<file path="config.mk">
export PLATFORM = sky130hd
export DESIGN_NAME = dmem_access_ctrl_flat
export DESIGN_NICKNAME = d
export VERILOG_FILES = /design/src/rtl/dmem_access_ctrl_pkg.sv /design/src/rtl/dmem_access_ctrl_if.sv /design/src/rtl/dmem_access_ctrl_lane_align.sv /design/src/rtl/dmem_access_ctrl.sv /design/src/flat_wrapper.sv
export SDC_FILE = /design/constraint.sdc
export NUM_CORES = 1
export LEC_CHECK = 0
export BUFFER_PORTS_ARGS = -buffer_cell sky130_fd_sc_hd__buf_2
export CAP_MARGIN = 25
export CORE_ASPECT_RATIO = 1.5
export CORE_MARGIN = 8
export CORE_UTILIZATION = 45
export CTS_BUF_LIST = sky130_fd_sc_hd__clkbuf_8 sky130_fd_sc_hd__clkbuf_16
export CTS_CLUSTER_DIAMETER = 100
export DETAILED_ROUTE_END_ITERATION = 7
export PLACE_DENSITY = 0.76
export SYNTH_ARGS = -nofsm -noshare
export SYNTH_HDL_FRONTEND = slang
export SYNTH_SLANG_ARGS = --single-unit
</file>
<file path="constraint.sdc">
create_clock -name clk -period 2.36 [get_ports clk]
set_input_delay 0 -clock clk [delete_from_list [all_inputs] [get_ports clk]]
set_output_delay 0 -clock clk [all_outputs]
set_load 0.02 [all_outputs]
</file>
<file path="src/rtl/dmem_access_ctrl_pkg.sv">
// Shared codes and types for the MEM-stage data memory access controller.
// Size codes, one-hot state encodings, default timeout and the latched request.
package dmem_access_ctrl_pkg;

    localparam logic [1:0] MEM_SIZE_B   = 2'b00;
    localparam logic [1:0] MEM_SIZE_H   = 2'b01;
    localparam logic [1:0] MEM_SIZE_W   = 2'b10;
    localparam logic [1:0] MEM_SIZE_ILL = 2'b11;

    localparam int DMEM_TIMEOUT = 16;

    typedef enum logic [3:0] {
        DMEM_IDLE   = 4'b0001,
        DMEM_REQ    = 4'b0010,
        DMEM_WAIT_R = 4'b0100,
        DMEM_DONE   = 4'b1000
    } dmem_state_e;

    typedef struct packed {
        logic       we;
        logic [1:0] size;
        logic       uns;
    } dmem_ctrl_t;

    // Accesses that can never reach the bus: misaligned half/word or the illegal size.
    function automatic logic dmem_misaligned(input logic [1:0] size, input logic [1:0] off);
        logic bad;
        bad = 1'b0;
        case (size)
            MEM_SIZE_H:   bad = off[0];
            MEM_SIZE_W:   bad = (off != 2'b00);
            MEM_SIZE_ILL: bad = 1'b1;
            default:      bad = 1'b0;
        endcase
        return bad;
    endfunction

endpackage

</file>
<file path="src/rtl/dmem_access_ctrl_if.sv">
// Single-port data memory bus with req/gnt/rvalid handshake.
// master = access controller, slave = memory.
interface dmem_access_ctrl_if #(
    parameter int XLEN = 32
);
    logic            req;
    logic            we;
    logic [3:0]      be;
    logic [XLEN-1:0] addr;
    logic [XLEN-1:0] wdata;
    logic            gnt;
    logic            rvalid;
    logic [XLEN-1:0] rdata;

    modport master (
        output req, we, be, addr, wdata,
        input  gnt, rvalid, rdata
    );

    modport slave (
        input  req, we, be, addr, wdata,
        output gnt, rvalid, rdata
    );
endinterface

</file>
<file path="src/rtl/dmem_access_ctrl_lane_align.sv">
// Byte-lane steering for RV32I loads/stores: byte enables, store replication,
// load alignment with sign/zero extension. Purely combinational.
module dmem_lane_align
    import dmem_access_ctrl_pkg::*;
#(
    parameter int XLEN = 32
) (
    input  logic [1:0]      size,
    input  logic            uns,
    input  logic [1:0]      off,
    input  logic [XLEN-1:0] wdata,
    input  logic [XLEN-1:0] rdata,
    output logic [3:0]      be,
    output logic [XLEN-1:0] wdata_rep,
    output logic [XLEN-1:0] rdata_ext
);

    logic [XLEN-1:0] shifted;

    assign shifted = rdata >> {off, 3'b000};

    always_comb begin
        be        = 4'b1111;
        wdata_rep = wdata;
        rdata_ext = shifted;
        case (size)
            MEM_SIZE_B: begin
                be        = 4'b0001 << off;
                wdata_rep = {(XLEN/8){wdata[7:0]}};
                rdata_ext = {{(XLEN-8){~uns & shifted[7]}}, shifted[7:0]};
            end
            MEM_SIZE_H: begin
                be        = 4'b0011 << off;
                wdata_rep = {(XLEN/16){wdata[15:0]}};
                rdata_ext = {{(XLEN-16){~uns & shifted[15]}}, shifted[15:0]};
            end
            default: ;
        endcase
    end

endmodule

</file>
<file path="src/rtl/dmem_access_ctrl.sv">
// MEM-stage load/store sequencer onto a single-port data memory.
// Stalls the pipeline per access and reports misalignment, illegal size or timeout.
module dmem_access_ctrl
    import dmem_access_ctrl_pkg::*;
#(
    parameter int XLEN           = 32,
    parameter int TIMEOUT_CYCLES = DMEM_TIMEOUT
) (
    input  logic            clk,
    input  logic            reset,
    input  logic            cpu_valid,
    input  logic            cpu_we,
    input  logic [1:0]      cpu_size,
    input  logic            cpu_unsigned,
    input  logic [XLEN-1:0] cpu_addr,
    input  logic [XLEN-1:0] cpu_wdata,
    output logic            stall,
    output logic            cpu_done,
    output logic [XLEN-1:0] cpu_rdata,
    output logic            cpu_err,
    dmem_access_ctrl_if.master dm
);

    localparam int CNT_W = $clog2(TIMEOUT_CYCLES + 2);
    localparam logic [CNT_W-1:0] CNT_LAST =
        (TIMEOUT_CYCLES > 0) ? CNT_W'(TIMEOUT_CYCLES - 1) : '0;
    localparam logic TIMEOUT_EN = (TIMEOUT_CYCLES != 0);

    dmem_state_e     state_q, state_d;
    logic [CNT_W-1:0] cnt_q, cnt_d;
    dmem_ctrl_t      ctrl_q, ctrl_d;
    logic [XLEN-1:0] addr_q, addr_d;
    logic [XLEN-1:0] wdata_q, wdata_d;
    logic [XLEN-1:0] rdata_q, rdata_d;
    logic            err_q, err_d;

    logic            stall_c, done_c, req_c;
    logic            timeout_hit;
    logic [CNT_W-1:0] cnt_inc;
    logic [3:0]      be_lane;
    logic [XLEN-1:0] wdata_rep, rdata_ext;

    dmem_lane_align #(.XLEN(XLEN)) u_align (
        .size      (ctrl_q.size),
        .uns       (ctrl_q.uns),
        .off       (addr_q[1:0]),
        .wdata     (wdata_q),
        .rdata     (dm.rdata),
        .be        (be_lane),
        .wdata_rep (wdata_rep),
        .rdata_ext (rdata_ext)
    );

    // Saturate so a stalled WAIT_R past the limit keeps timing out instead of wrapping.
    assign cnt_inc     = (cnt_q == '1) ? cnt_q : cnt_q + 1'b1;
    assign timeout_hit = TIMEOUT_EN && (cnt_q >= CNT_LAST);

    always_comb begin
        state_d = state_q;
        cnt_d   = cnt_q;
        ctrl_d  = ctrl_q;
        addr_d  = addr_q;
        wdata_d = wdata_q;
        rdata_d = rdata_q;
        err_d   = err_q;
        stall_c = 1'b0;
        done_c  = 1'b0;
        req_c   = 1'b0;
        case (state_q)
            DMEM_IDLE: begin
                stall_c = cpu_valid;
                if (cpu_valid) begin
                    ctrl_d  = '{we: cpu_we, size: cpu_size, uns: cpu_unsigned};
                    addr_d  = cpu_addr;
                    wdata_d = cpu_wdata;
                    rdata_d = '0;
                    cnt_d   = '0;
                    if (dmem_misaligned(cpu_size, cpu_addr[1:0])) begin
                        err_d   = 1'b1;
                        state_d = DMEM_DONE;
                    end else begin
                        err_d   = 1'b0;
                        state_d = DMEM_REQ;
                    end
                end
            end
            DMEM_REQ: begin
                req_c   = 1'b1;
                stall_c = 1'b1;
                cnt_d   = cnt_inc;
                if (dm.gnt) begin
                    state_d = ctrl_q.we ? DMEM_DONE : DMEM_WAIT_R;
                end else if (timeout_hit) begin
                    err_d   = 1'b1;
                    state_d = DMEM_DONE;
                end
            end
            DMEM_WAIT_R: begin
                stall_c = 1'b1;
                cnt_d   = cnt_inc;
                if (dm.rvalid) begin
                    rdata_d = rdata_ext;
                    state_d = DMEM_DONE;
                end else if (timeout_hit) begin
                    err_d   = 1'b1;
                    state_d = DMEM_DONE;
                end
            end
            DMEM_DONE: begin
                done_c  = 1'b1;
                state_d = DMEM_IDLE;
            end
            default: state_d = DMEM_IDLE;
        endcase
    end

    always_ff @(posedge clk) begin
        if (reset) begin
            state_q <= DMEM_IDLE;
            cnt_q   <= '0;
            ctrl_q  <= '0;
            addr_q  <= '0;
            wdata_q <= '0;
            rdata_q <= '0;
            err_q   <= 1'b0;
        end else begin
            state_q <= state_d;
            cnt_q   <= cnt_d;
            ctrl_q  <= ctrl_d;
            addr_q  <= addr_d;
            wdata_q <= wdata_d;
            rdata_q <= rdata_d;
            err_q   <= err_d;
        end
    end

    // Reset masks every output, including the combinational stall.
    assign stall     = ~reset & stall_c;
    assign cpu_done  = ~reset & done_c;
    assign cpu_err   = ~reset & done_c & err_q;
    assign cpu_rdata = reset ? '0 : rdata_q;

    assign dm.req   = ~reset & req_c;
    assign dm.we    = dm.req & ctrl_q.we;
    assign dm.be    = dm.req ? (ctrl_q.we ? be_lane : 4'b1111) : 4'b0000;
    assign dm.addr  = dm.req ? {addr_q[XLEN-1:2], 2'b00} : '0;
    assign dm.wdata = (dm.req & ctrl_q.we) ? wdata_rep : '0;

endmodule

</file>
<file path="src/flat_wrapper.sv">
// flat-port wrapper written by rule: the top's interface ports become plain ports
module dmem_access_ctrl_flat import dmem_access_ctrl_pkg::*;
#(
    parameter int XLEN           = 32,
    parameter int TIMEOUT_CYCLES = DMEM_TIMEOUT
)
  (clk, reset, cpu_valid, cpu_we, cpu_size, cpu_unsigned, cpu_addr, cpu_wdata, stall, cpu_done, cpu_rdata, cpu_err, dm_req, dm_we, dm_be, dm_addr, dm_wdata, dm_gnt, dm_rvalid, dm_rdata);
  dmem_access_ctrl_if #(.XLEN(XLEN)) dm_i ();
  input  logic clk;
  input  logic reset;
  input  logic cpu_valid;
  input  logic cpu_we;
  input  logic [1:0] cpu_size;
  input  logic cpu_unsigned;
  input  logic [XLEN-1:0] cpu_addr;
  input  logic [XLEN-1:0] cpu_wdata;
  output logic stall;
  output logic cpu_done;
  output logic [XLEN-1:0] cpu_rdata;
  output logic cpu_err;
  output wire logic [$bits(dm_i.req)-1:0] dm_req;
  output wire logic [$bits(dm_i.we)-1:0] dm_we;
  output wire logic [$bits(dm_i.be)-1:0] dm_be;
  output wire logic [$bits(dm_i.addr)-1:0] dm_addr;
  output wire logic [$bits(dm_i.wdata)-1:0] dm_wdata;
  input wire logic [$bits(dm_i.gnt)-1:0] dm_gnt;
  input wire logic [$bits(dm_i.rvalid)-1:0] dm_rvalid;
  input wire logic [$bits(dm_i.rdata)-1:0] dm_rdata;
  assign dm_req = dm_i.req;
  assign dm_we = dm_i.we;
  assign dm_be = dm_i.be;
  assign dm_addr = dm_i.addr;
  assign dm_wdata = dm_i.wdata;
  assign dm_i.gnt = dm_gnt;
  assign dm_i.rvalid = dm_rvalid;
  assign dm_i.rdata = dm_rdata;
  dmem_access_ctrl #(.XLEN(XLEN), .TIMEOUT_CYCLES(TIMEOUT_CYCLES)) u_core (.clk(clk), .reset(reset), .cpu_valid(cpu_valid), .cpu_we(cpu_we), .cpu_size(cpu_size), .cpu_unsigned(cpu_unsigned), .cpu_addr(cpu_addr), .cpu_wdata(cpu_wdata), .stall(stall), .cpu_done(cpu_done), .cpu_rdata(cpu_rdata), .cpu_err(cpu_err), .dm(dm_i));
endmodule
</file>
==> flow_summary.yaml <==
power_and_ir_drop:
  p_leak_nw: 3.428
  p_per_area_mw_per_mm2: 553.9
  ir_worst_vdd_mv: 0.4876
grt:
  grt_antenna_before_repair: 1
  grt_pass1_wl_mm: 30.86
  grt_overflow_total: 0
  grt_max_degree: 75
  grt_pass1_vias: 6067
  grt_util_all_layers_pct: 23.24
yosys:
  ys_seq_area_share_pct: 39.57
  synth_area_mm2: 0.005565
  ys_seq_elements: 110
  synth-edff-count: 0
  synth_area_per_cell_um2: 7.572
  synth-async-reset-ratio_pct: 0
  ys.flop_type: "dfxtp_1"
  yosys_warnings: 0
  ys_types: 48
  netlist_instances: 735
timing:
  slew_headroom_pct: 40.37
  clock.fmax_ghz: 0.4841
  rsz0062_at_grt: "no"
  setup_viol: 0
  hold_viol_final: 0
  tightest_slew_ns: 0.8925
  finClkSkew_ns: 0.007815
  slew_violations: 0
  tns_ns: 0
  min_period_ns: 2.066
  period_share_pct: 87.53
placed_design:
  numPortBuffers: 207
  placed_cell_area_mm2: 0.006700
  dp.final_hpwl_mm: 12.97
  gp_congestion: 0.8479
setup_path:
  crit_path_end_kind: "output port"
  cpMaxStageDelayCell: "a2bb2oi_1"
  path_class: "flop to output port"
  crit_fanout: 9
  critical_path.cell_chain: "xnor2_1 -> a2bb2oi_1 -> or2_2 -> inv_1 -> buf_2"
  worstPathArrival_ns: 2.07
  cp.required_ns: 2.36
  max_stage_delay_ns: 0.47
  worstSetupStartpointType: "flop"
final_layout:
  layout_commonest_cell: "buf_2"
  n_fill_cell: 1050
  area_growth_pct: 39.77
  drive_gt1_share_pct: 27.16
  regArea_mm2: 0.002202
  fin_nets: 1097
  multi_input_area_mm2: 0.003075
  final_area_mm2: 0.007779
  final_cell_mix: "buf_2, nand2_1, dfxtp_1"
floorplanning:
  die_w_um: 106.8
  initial_core_util_pct: 45.39
  die_area_mm2: 0.01626
  core_mm2: 0.01226
  die_y_um: 152.2
  rows: 50
  io_pins: 210
clocking:
  postCtsSetupBuffers: 0
  numCtsBuffers: 9
  cts_sinks: 110
  clock_latency_ns: 0.36
  cts.path.max_buffers: 2
  path_clk_slew_ns: 0.08
  h-tree-depth: 3
  clock-root-buffer: "clkbuf_16"
  cts_tree: "done"
routing:
  drtAntennaViolNets: 0
  drc: 0
  wl_per_cell_um: 16.81
  vias: 6096
  drt_first_iter_violations: 344
  first_pass_iters: 4
  drt-total-wl_mm: 19.35
  vias_per_cell: 5.296
run:
  cap_viol_max_count: 0
status:
  outcome: "completed"
hold_path:
  hold_class: "input port to flop"
-- cells in the mapped netlist, types with 7 or more instances --
cell	instances	area share, %
clkbuf_1	47	3.2
o211ai_1	7	0.94
and2_1	32	3.6
mux2i_1	25	4.5
mux2_2	15	3.0
o2bb2ai_1	10	1.6
o21ai_1	10	0.90
dfxtp_1	110	40
o21ai_0	28	2.5
and3_1	10	1.1
a22oi_1	16	2.2
inv_1	8	0.54
a21oi_1	107	9.6
nand2_1	179	12
nor2_1	32	2.2
nor2b_1	35	3.9
-- cell families after synthesis --
family	after synthesis	synth area share, %
other	1	0.06738
muxes	41	7.936
buffers and inverters	70	5.373
xor gates and xnor gates	1	0.1574
adders and majority gates	3	0.6745
DFF	110	39.57
and+or+nand+nor	317	26.39
AOI/OAI and AO/OA	192	19.83
-- area by class of cell --
cell class              instances  area share, %
repair buffers                304          25.35
inverters                       8         0.3860
clock buffers                   9          2.895
well taps                     156          2.509
multi-input cells             556          39.54
clock inverters                 7         0.9812
flip-flops and latches        110          28.31
diodes                          1        0.03217
-- power by group --
part	internal [W]	switching, W
Combinational	0.000340	0.000428
Sequential	0.00194	0.0000691
Clock	0.000756	0.000769
Total	0.00304	0.00127
-- per-layer routing --
layer	global-route usage, %	up-vias	part of all wire, %
li1	-	2991	-
met1	24.58	2799	37
met2	40.98	266	51
met3	7.790	40	8.7
met4	8.889	0	2.8
met5	0	-	0
-- critical path, delay by kind of cell, from the launching register on --
kind            cells  cell delay, ns
compound gates      1            0.47
xor+xnor            1            0.39
buf+inv             2            0.21
flops               1            0.39
simple gates        1            0.26
-- timing repair --
item                                    in CTS  in global routing
endpoints found under the setup margin       0                  4
endpoints found under the hold margin       77                  0
hold buffers                                77                  0
resized for setup                            0                  1
-- registers in the layout (all words and copies together), names as in the netlist --
name and cells:
u_core.wdata_q 32, u_core.cnt_q 5, u_core.ctrl_q 4, u_core.rdata_q 32, u_core.err_q 1, u_core.state_q 4, u_core.addr_q 32
-- through the flow --
stage	util, %	total power, W	setup WS (ns)	hold slack [ns]	instances
global placement	54.64	0.002695	0.2342	0.2405	1057
floorplan	-	0.002464	0.1270	0.1359	736
detailed placement	54.64	0.002707	0.1765	0.2457	1057
CTS	63.39	0.004329	0.1588	0.04538	1150
finish	63.44	0.004308	0.2943	0.06284	1151
global route	63.44	0.004518	0.08598	0.09099	1151
-- worst paths after layout --
check | startpoint | to | slack, ns | cells past startpoint
worst max-delay path | u_core.state_q[2]$_SDFFE_PP0N_ | stall | 0.29 | 5
worst min-delay path | dm_rdata[16] | u_core.rdata_q[16]$_SDFFE_PP0P_ | 0.06 | 4
worst max register to register | u_core.state_q[2]$_SDFFE_PP0N_ | u_core.rdata_q[18]$_SDFFE_PP0P_ | 0.36 | 4
worst min register to register | u_core.addr_q[21]$_SDFFE_PP0P_ | u_core.addr_q[21]$_SDFFE_PP0P_ | 0.45 | 2
Note: power is estimated with default switching activity, not from simulation.
